[src/rtl/sid_pot_pkg.sv]
// rtl/sid_pot_pkg.sv - shared types and constants for the SID pot conditioner
// Contents: POT_W sample width, SID register addresses for POTX/POTY,
// the pot-sample struct and a median-of-3 helper.
package sid_pot_pkg;

  localparam int POT_W = 8;

  localparam logic [4:0] SID_REG_POTX = 5'h19;
  localparam logic [4:0] SID_REG_POTY = 5'h1A;

  typedef struct packed {
    logic             valid;
    logic [POT_W-1:0] x;
    logic [POT_W-1:0] y;
  } pot_sample_t;

  // Median of three: clamp c into the [min(a,b), max(a,b)] interval.
  function automatic logic [POT_W-1:0] med3(input logic [POT_W-1:0] a,
                                            input logic [POT_W-1:0] b,
                                            input logic [POT_W-1:0] c);
    logic [POT_W-1:0] lo;
    logic [POT_W-1:0] hi;
    lo = (a < b) ? a : b;
    hi = (a < b) ? b : a;
    if (c <= lo) return lo;
    else if (c >= hi) return hi;
    else return c;
  endfunction

endpackage

[src/rtl/sid_pot_chan.sv]
// rtl/sid_pot_chan.sv - one pot channel: median, IIR smoothing, hysteresis
// Ports:
//   clk_i, rst_ni          clock, synchronous active-low reset
//   stb_i, prime_i         new raw sample at S1; prime_i marks the priming sample
//   s1_v_i, s1_prime_i     S1 holds a valid (priming) sample, consumed by S2
//   s2_v_i, s2_prime_i     S2 holds a valid (priming) sample, consumed by S3
//   val_i                  raw conversion
//   out_o                  conditioned output
// Build option: SID_POT_MEDIAN_EN enables the median-of-3 history in S1;
// without it S1 is a plain register stage with the same latency.
module sid_pot_chan
  import sid_pot_pkg::*;
#(
  parameter int AVG_SHIFT = 2,
  parameter int HYST      = 2
) (
  input  logic             clk_i,
  input  logic             rst_ni,
  input  logic             stb_i,
  input  logic             prime_i,
  input  logic             s1_v_i,
  input  logic             s1_prime_i,
  input  logic             s2_v_i,
  input  logic             s2_prime_i,
  input  logic [POT_W-1:0] val_i,
  output logic [POT_W-1:0] out_o
);

  localparam int ACC_W = POT_W + AVG_SHIFT;
  localparam logic [POT_W:0] HYST_W = (POT_W+1)'(HYST);

  logic [POT_W-1:0] med_q;
  logic [ACC_W-1:0] acc_q;
  logic [ACC_W-1:0] acc_d;
  logic [POT_W-1:0] filt;
  logic [POT_W-1:0] out_q;
  logic [POT_W:0]   diff;
  logic [POT_W:0]   mag;
  logic             take;

  // S1
`ifdef SID_POT_MEDIAN_EN
  logic [POT_W-1:0] h0_q;
  logic [POT_W-1:0] h1_q;

  always_ff @(posedge clk_i) begin
    if (!rst_ni) begin
      h0_q  <= '0;
      h1_q  <= '0;
      med_q <= '0;
    end else if (stb_i) begin
      if (prime_i) begin
        // Fill the history so the first medians are not dragged toward zero.
        h0_q  <= val_i;
        h1_q  <= val_i;
        med_q <= val_i;
      end else begin
        med_q <= med3(val_i, h0_q, h1_q);
        h1_q  <= h0_q;
        h0_q  <= val_i;
      end
    end
  end
`else
  logic unused_prime;
  assign unused_prime = prime_i;

  always_ff @(posedge clk_i) begin
    if (!rst_ni) begin
      med_q <= '0;
    end else if (stb_i) begin
      med_q <= val_i;
    end
  end
`endif

  // S2: acc tracks filt scaled by 2^AVG_SHIFT; bounded by 255*2^AVG_SHIFT.
  always_comb begin
    acc_d = acc_q - (acc_q >> AVG_SHIFT) + ACC_W'(med_q);
    if (s1_prime_i) begin
      acc_d = ACC_W'(med_q) << AVG_SHIFT;
    end
  end

  always_ff @(posedge clk_i) begin
    if (!rst_ni) begin
      acc_q <= '0;
    end else if (s1_v_i) begin
      acc_q <= acc_d;
    end
  end

  assign filt = acc_q[AVG_SHIFT +: POT_W];

  // S3: endpoints always pass so 0 and 255 stay reachable despite hysteresis.
  always_comb begin
    diff = {1'b0, filt} - {1'b0, out_q};
    mag  = diff[POT_W] ? -diff : diff;
    take = s2_prime_i || (mag >= HYST_W) || (filt == '0) || (filt == '1);
  end

  always_ff @(posedge clk_i) begin
    if (!rst_ni) begin
      out_q <= '0;
    end else if (s2_v_i && take) begin
      out_q <= filt;
    end
  end

  assign out_o = out_q;

endmodule

[src/rtl/sid_pot_cond.sv]
// rtl/sid_pot_cond.sv - SID POTX/POTY conditioner with register read port
// Ports:
//   clk, rst_n             clock, synchronous active-low reset
//   pot_stb                one-clk strobe, potx_val/poty_val carry a conversion
//   potx_val, poty_val     raw conversions
//   rd_en, rd_addr         register read request ($19 POTX, $1A POTY)
//   rd_data, rd_valid      read response, one clk after rd_en
//   potx_out, poty_out     conditioned values
// Build option: SID_POT_MEDIAN_EN enables median-of-3 spike rejection.
module sid_pot_cond
  import sid_pot_pkg::*;
#(
  parameter int AVG_SHIFT = 2,
  parameter int HYST      = 2
) (
  input  logic             clk,
  input  logic             rst_n,
  input  logic             pot_stb,
  input  logic [POT_W-1:0] potx_val,
  input  logic [POT_W-1:0] poty_val,
  input  logic             rd_en,
  input  logic [4:0]       rd_addr,
  output logic [POT_W-1:0] rd_data,
  output logic             rd_valid,
  output logic [POT_W-1:0] potx_out,
  output logic [POT_W-1:0] poty_out
);

  pot_sample_t smp;
  logic        prime;
  logic        primed_q;
  logic        s1_v_q;
  logic        s1_p_q;
  logic        s2_v_q;
  logic        s2_p_q;
  logic [POT_W-1:0] rd_data_q;
  logic             rd_valid_q;

  assign smp   = '{valid: pot_stb, x: potx_val, y: poty_val};
  assign prime = smp.valid && !primed_q;

  // Valid/prime bits ride alongside the samples; no stall, every strobe is taken.
  always_ff @(posedge clk) begin
    if (!rst_n) begin
      primed_q <= 1'b0;
      s1_v_q   <= 1'b0;
      s1_p_q   <= 1'b0;
      s2_v_q   <= 1'b0;
      s2_p_q   <= 1'b0;
    end else begin
      if (smp.valid) primed_q <= 1'b1;
      s1_v_q <= smp.valid;
      s1_p_q <= prime;
      s2_v_q <= s1_v_q;
      s2_p_q <= s1_p_q;
    end
  end

  sid_pot_chan #(.AVG_SHIFT(AVG_SHIFT), .HYST(HYST)) u_chan_x (
    .clk_i      (clk),
    .rst_ni     (rst_n),
    .stb_i      (smp.valid),
    .prime_i    (prime),
    .s1_v_i     (s1_v_q),
    .s1_prime_i (s1_p_q),
    .s2_v_i     (s2_v_q),
    .s2_prime_i (s2_p_q),
    .val_i      (smp.x),
    .out_o      (potx_out)
  );

  sid_pot_chan #(.AVG_SHIFT(AVG_SHIFT), .HYST(HYST)) u_chan_y (
    .clk_i      (clk),
    .rst_ni     (rst_n),
    .stb_i      (smp.valid),
    .prime_i    (prime),
    .s1_v_i     (s1_v_q),
    .s1_prime_i (s1_p_q),
    .s2_v_i     (s2_v_q),
    .s2_prime_i (s2_p_q),
    .val_i      (smp.y),
    .out_o      (poty_out)
  );

  // Read samples the outputs before any same-edge S3 update lands.
  always_ff @(posedge clk) begin
    if (!rst_n) begin
      rd_data_q  <= '0;
      rd_valid_q <= 1'b0;
    end else begin
      rd_valid_q <= 1'b0;
      if (rd_en) begin
        case (rd_addr)
          SID_REG_POTX: begin
            rd_data_q  <= potx_out;
            rd_valid_q <= 1'b1;
          end
          SID_REG_POTY: begin
            rd_data_q  <= poty_out;
            rd_valid_q <= 1'b1;
          end
          default: rd_data_q <= '0;
        endcase
      end
    end
  end

  assign rd_data  = rd_data_q;
  assign rd_valid = rd_valid_q;

endmodule

[config.mk]
export PLATFORM = sky130hd
export DESIGN_NAME = sid_pot_cond
export DESIGN_NICKNAME = d
export VERILOG_FILES = /design/src/rtl/sid_pot_pkg.sv /design/src/rtl/sid_pot_chan.sv /design/src/rtl/sid_pot_cond.sv
export SDC_FILE = /design/constraint.sdc
export NUM_CORES = 1
export LEC_CHECK = 0
export ABC_AREA = 1
export BUFFER_PORTS_ARGS = -buffer_cell sky130_fd_sc_hd__buf_2
export CORE_MARGIN = 2
export CORE_UTILIZATION = 35
export DETAILED_ROUTE_END_ITERATION = 10
export HOLD_SLACK_MARGIN = 0.1
export PLACE_DENSITY = 0.5
export SYNTH_ARGS = -nofsm -noshare
export SYNTH_HDL_FRONTEND = slang
export SYNTH_SLANG_ARGS = --single-unit
[constraint.sdc]
create_clock -name clk -period 3.4 [get_ports clk]
set_input_delay 1.02 -clock clk [delete_from_list [all_inputs] [get_ports clk]]
set_output_delay 1.02 -clock clk [all_outputs]
set_load 0.005 [all_outputs]
After elaboration in Yosys (flattened, before gate mapping). Index checks and enable logic that the tools add are counted. Widths: inputs -> output; s select.

Logic and storage cells: 47. Register bits: 66. Input port bits: 25. Output and inout bits: 25.

Eq/ne operators: 4. Muxes and demuxes: 6. Reductions and logical operators: 14. Magnitude comparators: 2. Add/subtract/negate cells: 8.

Operators by type and width (count): $add 10x8->10 (2); $mux 10 (2); $sub 10x8->10 (2); $ge 9x2->1 const B (2); $mux 9 (2); $neg 9->9 (2); $sub 8x8->9 (2); $eq 8x8->1 const B (2); $logic_not 8->1 (2); $pmux 8 s2 (1); $eq 5x5->1 const B (2); $logic_or 1x1->1 (6); $logic_and 1x1->1 (3); $reduce_and 2->1 (1); $reduce_or 2->1 (1); $logic_not 1->1 (1); $mux 1 (1).

Longest topological paths before layout.
Depth after elaboration: 8. Gate-level depth with buffers: 22. Gate-level depth less buffers: 21.

Cells and area by module. A second synthesis with hierarchy kept.

Cell total of the unflattened synthesis: 818. Area, all modules: 5476.5 um^2.

Modules (own cells, without submodules): sid_pot_chan at u_chan_y (instances 1, seq. area each 520.5 um^2, cells an instance 361, area each 2414.8 um^2); sid_pot_chan at u_chan_x (instances 1, seq. area each 520.5 um^2, cells an instance 362, area each 2413.6 um^2); sid_pot_cond (instances 1, seq. area each 280.3 um^2, cells an instance 95, area each 648.1 um^2).

Worst setup path after synthesis. Ideal clock, no wire load.

Kind: reg2reg. Start: register u_chan_x.acc_q[3]. End: register u_chan_x.acc_q[8]. Clock period less this slack: 2.594 ns. Cell stages (with the launch flop): 15. Slack: 0.806 ns. Buffers on the path: 0. Arrival: 2.462 ns. Data required time: 3.268 ns. Library setup time: 0.132 ns. Cells stage by stage: dfxtp_1 inv_1 fa_1 inv_1 ha_1 a21oi_1 nand2_1 nand2_1 nand2_1 a21oi_1 nor2_1 o21ai_0 a21oi_1 o21ai_0 a21oi_1.

Word-level cells in the longest chain between the ends: 3.

RTL lines: start: declaration (line sid_pot_chan.sv:33) `logic [ACC_W-1:0] acc_q;`; start signal: assignment (line sid_pot_chan.sv:87) `acc_q <= '0;`; start signal: assignment (line sid_pot_chan.sv:89) `acc_q <= acc_d;`; $sub 10x8->10 (line sid_pot_chan.sv:79) `acc_d = acc_q - (acc_q >> AVG_SHIFT) + ACC_W'(med_q);`; $add 10x8->10 (line sid_pot_chan.sv:79); $mux 10 (line sid_pot_chan.sv:80) `if (s1_prime_i) begin`.

Every way passes these cells. A chain may end at the register's enable or synchronous reset.

Worst setup path after layout.
Start: register u_chan_x.acc_q[2]. End: register u_chan_x.out_q[3] (netlist: u_chan_x.out_o[3]).

Word-level cells in the longest chain between the ends: 8. Elaborated cells on any way between the ends: 10. Classes of those cells: add/sub (2); order compare (1); eq/ne (1); mux (1); reduce/logical (5).

RTL lines: $sub 8x8->9 (line sid_pot_chan.sv:97) `diff = {1'b0, filt} - {1'b0, out_q};`; $neg 9->9 (line sid_pot_chan.sv:98) `mag = diff[POT_W] ? -diff : diff;`; $mux 9 (line sid_pot_chan.sv:98); $ge 9x2->1 (line sid_pot_chan.sv:99) `take = s2_prime_i || (mag >= HYST_W) || (filt == '0) || (filt == '1);`; $logic_or 1x1->1 (2 in series) (line sid_pot_chan.sv:99); $logic_or 1x1->1 * (line sid_pot_chan.sv:99); $logic_and 1x1->1 * (line sid_pot_chan.sv:105) `end else if (s2_v_i && take) begin`; end signal: assignment (line sid_pot_chan.sv:106) `out_q <= filt;`; end: declaration (line sid_pot_chan.sv:36) `logic [POT_W-1:0] out_q;`.

Mark *: on every way between the ends. The rest lies on a longest branch, timed or not.

==> metrics.log <==
[metrics] result of the run: completed
[metrics] count of cell types in the netlist: 39
[metrics] proportion of synthesized chip area in sequential cells: 0.250
[metrics] via total after detailed routing: between 4000 and 5000
[metrics] total clock buffers created by CTS: 9
[metrics] wire per inst: roughly 14 µm
[metrics] CP Cell Sequence: inv_1 -> ha_1 -> inv_1 -> fa_1 -> nand2_1 -> nand2_2 -> nand2_2 -> nor2_2 -> nor2_2 -> inv_1 -> o21ai_0 -> nand3b_1 -> nor2_2 -> nand3_4 -> a21oi_1 -> nor2_1
[metrics] maximum fanout encountered on the critical timing path: 16
[metrics] post-synth net total: 866
[metrics] register bit count reported by yosys: 66
[metrics] Post CTS Setup Buffer Count: 0
[metrics] root buffer cell: sky130_fd_sc_hd__clkbuf_16
[metrics] post-cts hold buffer count: 0
[metrics] Worst Setup SP: u_chan_x.acc_q[2]
[metrics] per-instance average area after synthesis: 6.77 µm²
[metrics] upper clock frequency limit: 343 MHz
[metrics] number of nets at the end of the flow: 906
[metrics] combinational share of power: 0.555
[metrics] sum of buffers and inverters on the critical path: 3
[metrics] proportion of total power due to net switching: 0.447
[metrics] power spent charging and discharging nets: 0.00185 W
[metrics] endpoint class of the critical path: flip-flop
[metrics] drt first pass iters: 4
[metrics] clk_lat worst skew: 0.33 ns
[metrics] number of port buffers: 49
[metrics] vias per cell: 4.90
[metrics] DRC marker count from the first detailed-route iteration: 311
[metrics] H-tree depth reported by CTS: 3
[metrics] CTS max path bufs: 2
[metrics] highest-delay cell along the critical path: sky130_fd_sc_hd__fa_1
[metrics] largest incremental delay on the critical path: 0.41 ns
[metrics] cell leakage power: 3.02 nW
[metrics] PD cells: roughly 700 nW/µm²
[metrics] max cap viols: 0
[metrics] total count of max-transition violations in the final report: 0
[metrics] fill cell total of the finished layout: 1549
[metrics] Hold Vio Cnt, Final: 0
[metrics] Final period util: 0.856
[metrics] cell count after synthesis: 781
[metrics] die outline width: ~130 µm
[metrics] worst clock skew on the final layout: 0.00524 ns
[metrics] RSZ-0062 raised after global routing: false
[metrics] arrival time at the worst endpoint: 3.14 ns
[metrics] aggregate negative setup slack: 0 ns
[metrics] Tightest Pin Transition: 1.18 ns
[metrics] Congestion Overflow GR: 0
[metrics] setup violation total in the final timing report: 0
[metrics] total routing usage reported by global routing: 0.177
[metrics] origin of the worst min-delay path: primed_q
[metrics] routability congestion estimate from global placement: 0.917
[metrics] worst slew slack as a fraction of its limit: 0.212
[metrics] clock transition at the registers of the reported paths: 0.06 ns
[metrics] share of post-route cells with drive strength above 1: 0.122
[metrics] first-pass GRT wire length: 22.9 mm
[metrics] Warnings, synthesis: 0
[metrics] Final Total Pwr: around 0.0041 W
[metrics] post-route DRC violation count: 0
[metrics] category of the worst setup path launch point: flip-flop
[metrics] final routed wirelength across all metal layers: 13.9 mm
[metrics] clock tree from TritonCTS: done
[metrics] worst-case setup margin in the final layout: 0.488 ns
[metrics] Sinks on Clock Net: 66
[metrics] cell family with most CP delay: simple AND/OR/NAND/NOR gates
[metrics] worst endpoint required time: between 3 and 4 ns
[metrics] area growth from synthesis to layout: 12.7%
[metrics] post-route cell area: about 6000 µm²
[metrics] area of placed instances: 5680 µm²
[metrics] Gates resized, CTS repair: 0
[metrics] final period demand of the worst path: around 2.9 ns
[metrics] number of antenna violations at the first check in global routing: 0
[metrics] share of power burned in registers: 0.228
[metrics] class of the most critical hold timing path: flip-flop to flip-flop
[metrics] number of nets with antenna violations after detailed routing: 0
[metrics] worst hold slack after final layout: approximately 0.4 ns
[metrics] I/O pin count: 50
[metrics] initial standard-cell utilization of the core: 0.361
[metrics] category of the most critical setup path: flip-flop to flip-flop
[metrics] internal power: between 0.002 and 0.0025 W
[metrics] cell area after technology mapping: 5290 µm²
[metrics] pin count of the biggest net entering global routing: 46
[metrics] Clk pwr share: 0.217
[metrics] die outline area: 16100 µm²
[metrics] Antenna Diode Count: 0
[metrics] Core Footprint: 14600 µm²
[metrics] setup slack after placement: 0.470 ns
[metrics] Worst VDD drop: 0.000295 V
[metrics] standard-cell rows: 44
[metrics] number of global-route vias before repair: approximately 4600
[metrics] r2r startpoint: u_chan_x.acc_q[2]
[metrics] HPWL after detailed placement: approximately 11 mm
[metrics] height of the die: 127 µm
==> sequential cells by signal, indices dropped and copies added (netlist names), 8 cells and up <==
signal / cells
rd_data: 8
u_chan_x.med_q: 8
u_chan_x.acc_q: 10
u_chan_y.out_o: 8
u_chan_x.out_o: 8
u_chan_y.med_q: 8
u_chan_y.acc_q: 10
==> path summary, 6_finish.rpt <==
kind,cells past startpoint,slack [ns],endpoint
setup reg to reg,16,0.49,u_chan_x.out_o[3]
hold / removal,1,0.41,s1_p_q
hold reg to reg,1,0.41,s1_p_q
setup / recovery,16,0.49,u_chan_x.out_o[3]
==> routing by layer <==
layer,GRT usage,routed length (µm)
met3,0.0316,508
met5,0,0
met4,0.0394,132
met2,0.266,5800
met1,0.264,7410
==> worst reg2reg max path: stages (launching register included) <==
cell                       delay, ns
sky130_fd_sc_hd__dfxtp_1        0.34
sky130_fd_sc_hd__inv_1          0.16
sky130_fd_sc_hd__ha_1           0.17
sky130_fd_sc_hd__inv_1          0.06
sky130_fd_sc_hd__fa_1           0.41
sky130_fd_sc_hd__nand2_1        0.10
sky130_fd_sc_hd__nand2_2        0.07
sky130_fd_sc_hd__nand2_2        0.08
sky130_fd_sc_hd__nor2_2         0.04
sky130_fd_sc_hd__nor2_2         0.33
sky130_fd_sc_hd__inv_1          0.14
sky130_fd_sc_hd__o21ai_0        0.20
sky130_fd_sc_hd__nand3b_1       0.11
sky130_fd_sc_hd__nor2_2         0.15
sky130_fd_sc_hd__nand3_4        0.20
sky130_fd_sc_hd__a21oi_1        0.20
sky130_fd_sc_hd__nor2_1         0.06
==> cells by family after synthesis <==
logic type	synth area share
simple gates	0.272
buf+inv	0.128
compound gates	0.164
flops	0.250
fa+ha+maj	0.168
xor+xnor	0.0182
==> power by group through the flow <==
stage | registers [W] | logic [W] | clock network, W
global placement | 0.000960 | 0.00225 | 0
global route | 0.000959 | 0.00265 | 0.000955
detailed placement | 0.000962 | 0.00228 | 0
finish | 0.000945 | 0.00230 | 0.000899
floorplan | 0.000922 | 0.00189 | 0
CTS | 0.000946 | 0.00230 | 0.000922
==> cells in the final DEF (no fill, tap or decap), drive strengths merged, types with 5 or more instances in the layout <==
| cell | n |
|---|---|
| a21oi | 88 |
| a221oi | 6 |
| buf | 53 |
| clkbuf | 13 |
| clkinv | 6 |
| dfxtp | 66 |
| fa | 18 |
| ha | 42 |
| inv | 146 |
| nand2 | 160 |
| nand3 | 64 |
| nand3b | 5 |
| nand4 | 11 |
| nor2 | 63 |
| o21ai | 45 |
| o221ai | 7 |
| xor2 | 7 |
==> through the flow <==
stage	util	std cells
floorplan	-	781
global placement	0.388	994
detailed placement	0.388	994
CTS	0.407	1010
global route	0.407	1010
finish	0.407	1010
==> cells in the mapped netlist <==
master	instances	area share
sky130_fd_sc_hd__a21o_1	2	0.0028
sky130_fd_sc_hd__a21oi_1	85	0.080
sky130_fd_sc_hd__a21oi_2	3	0.0050
sky130_fd_sc_hd__a221oi_1	6	0.0099
sky130_fd_sc_hd__a22oi_1	1	0.0014
sky130_fd_sc_hd__a31o_2	2	0.0033
sky130_fd_sc_hd__buf_1	1	0.00071
sky130_fd_sc_hd__buf_2	3	0.0028
sky130_fd_sc_hd__buf_6	3	0.0064
sky130_fd_sc_hd__clkbuf_1	17	0.012
sky130_fd_sc_hd__clkinv_1	4	0.0028
sky130_fd_sc_hd__dfxtp_1	66	0.25
sky130_fd_sc_hd__fa_1	18	0.068
sky130_fd_sc_hd__ha_1	42	0.099
sky130_fd_sc_hd__inv_1	142	0.10
sky130_fd_sc_hd__inv_2	4	0.0028
sky130_fd_sc_hd__nand2_1	152	0.11
sky130_fd_sc_hd__nand2_2	8	0.0095
sky130_fd_sc_hd__nand3_1	56	0.053
sky130_fd_sc_hd__nand3_2	7	0.013
sky130_fd_sc_hd__nand3_4	1	0.0033
sky130_fd_sc_hd__nand3b_1	5	0.0071
sky130_fd_sc_hd__nand4_1	11	0.013
sky130_fd_sc_hd__nor2_1	55	0.039
sky130_fd_sc_hd__nor2_2	6	0.0071
sky130_fd_sc_hd__nor2_4	1	0.0021
sky130_fd_sc_hd__nor2_8	1	0.0038
sky130_fd_sc_hd__nor3_1	4	0.0038
sky130_fd_sc_hd__nor4_1	3	0.0035
sky130_fd_sc_hd__o211ai_1	4	0.0057
sky130_fd_sc_hd__o21ai_0	43	0.041
sky130_fd_sc_hd__o21ai_1	2	0.0019
sky130_fd_sc_hd__o21bai_1	1	0.0014
sky130_fd_sc_hd__o221ai_1	7	0.012
sky130_fd_sc_hd__or2_1	1	0.0012
sky130_fd_sc_hd__or2_2	2	0.0024
sky130_fd_sc_hd__or2_4	1	0.0017
sky130_fd_sc_hd__xnor2_1	4	0.0066
sky130_fd_sc_hd__xor2_1	7	0.012
==> cell type report <==
type                       instances  area [µm²]  share of cell area
clock inverter                     3        40.0             0.00672
clock buffer                      13         240              0.0403
timing repair buffer              53         275              0.0462
tap                              184         230              0.0386
multi-input combinational        541        3290               0.552
sequential                        66        1320               0.222
inverter                         150         563              0.0945
No activity file was read; power rests on OpenSTA's default activity.
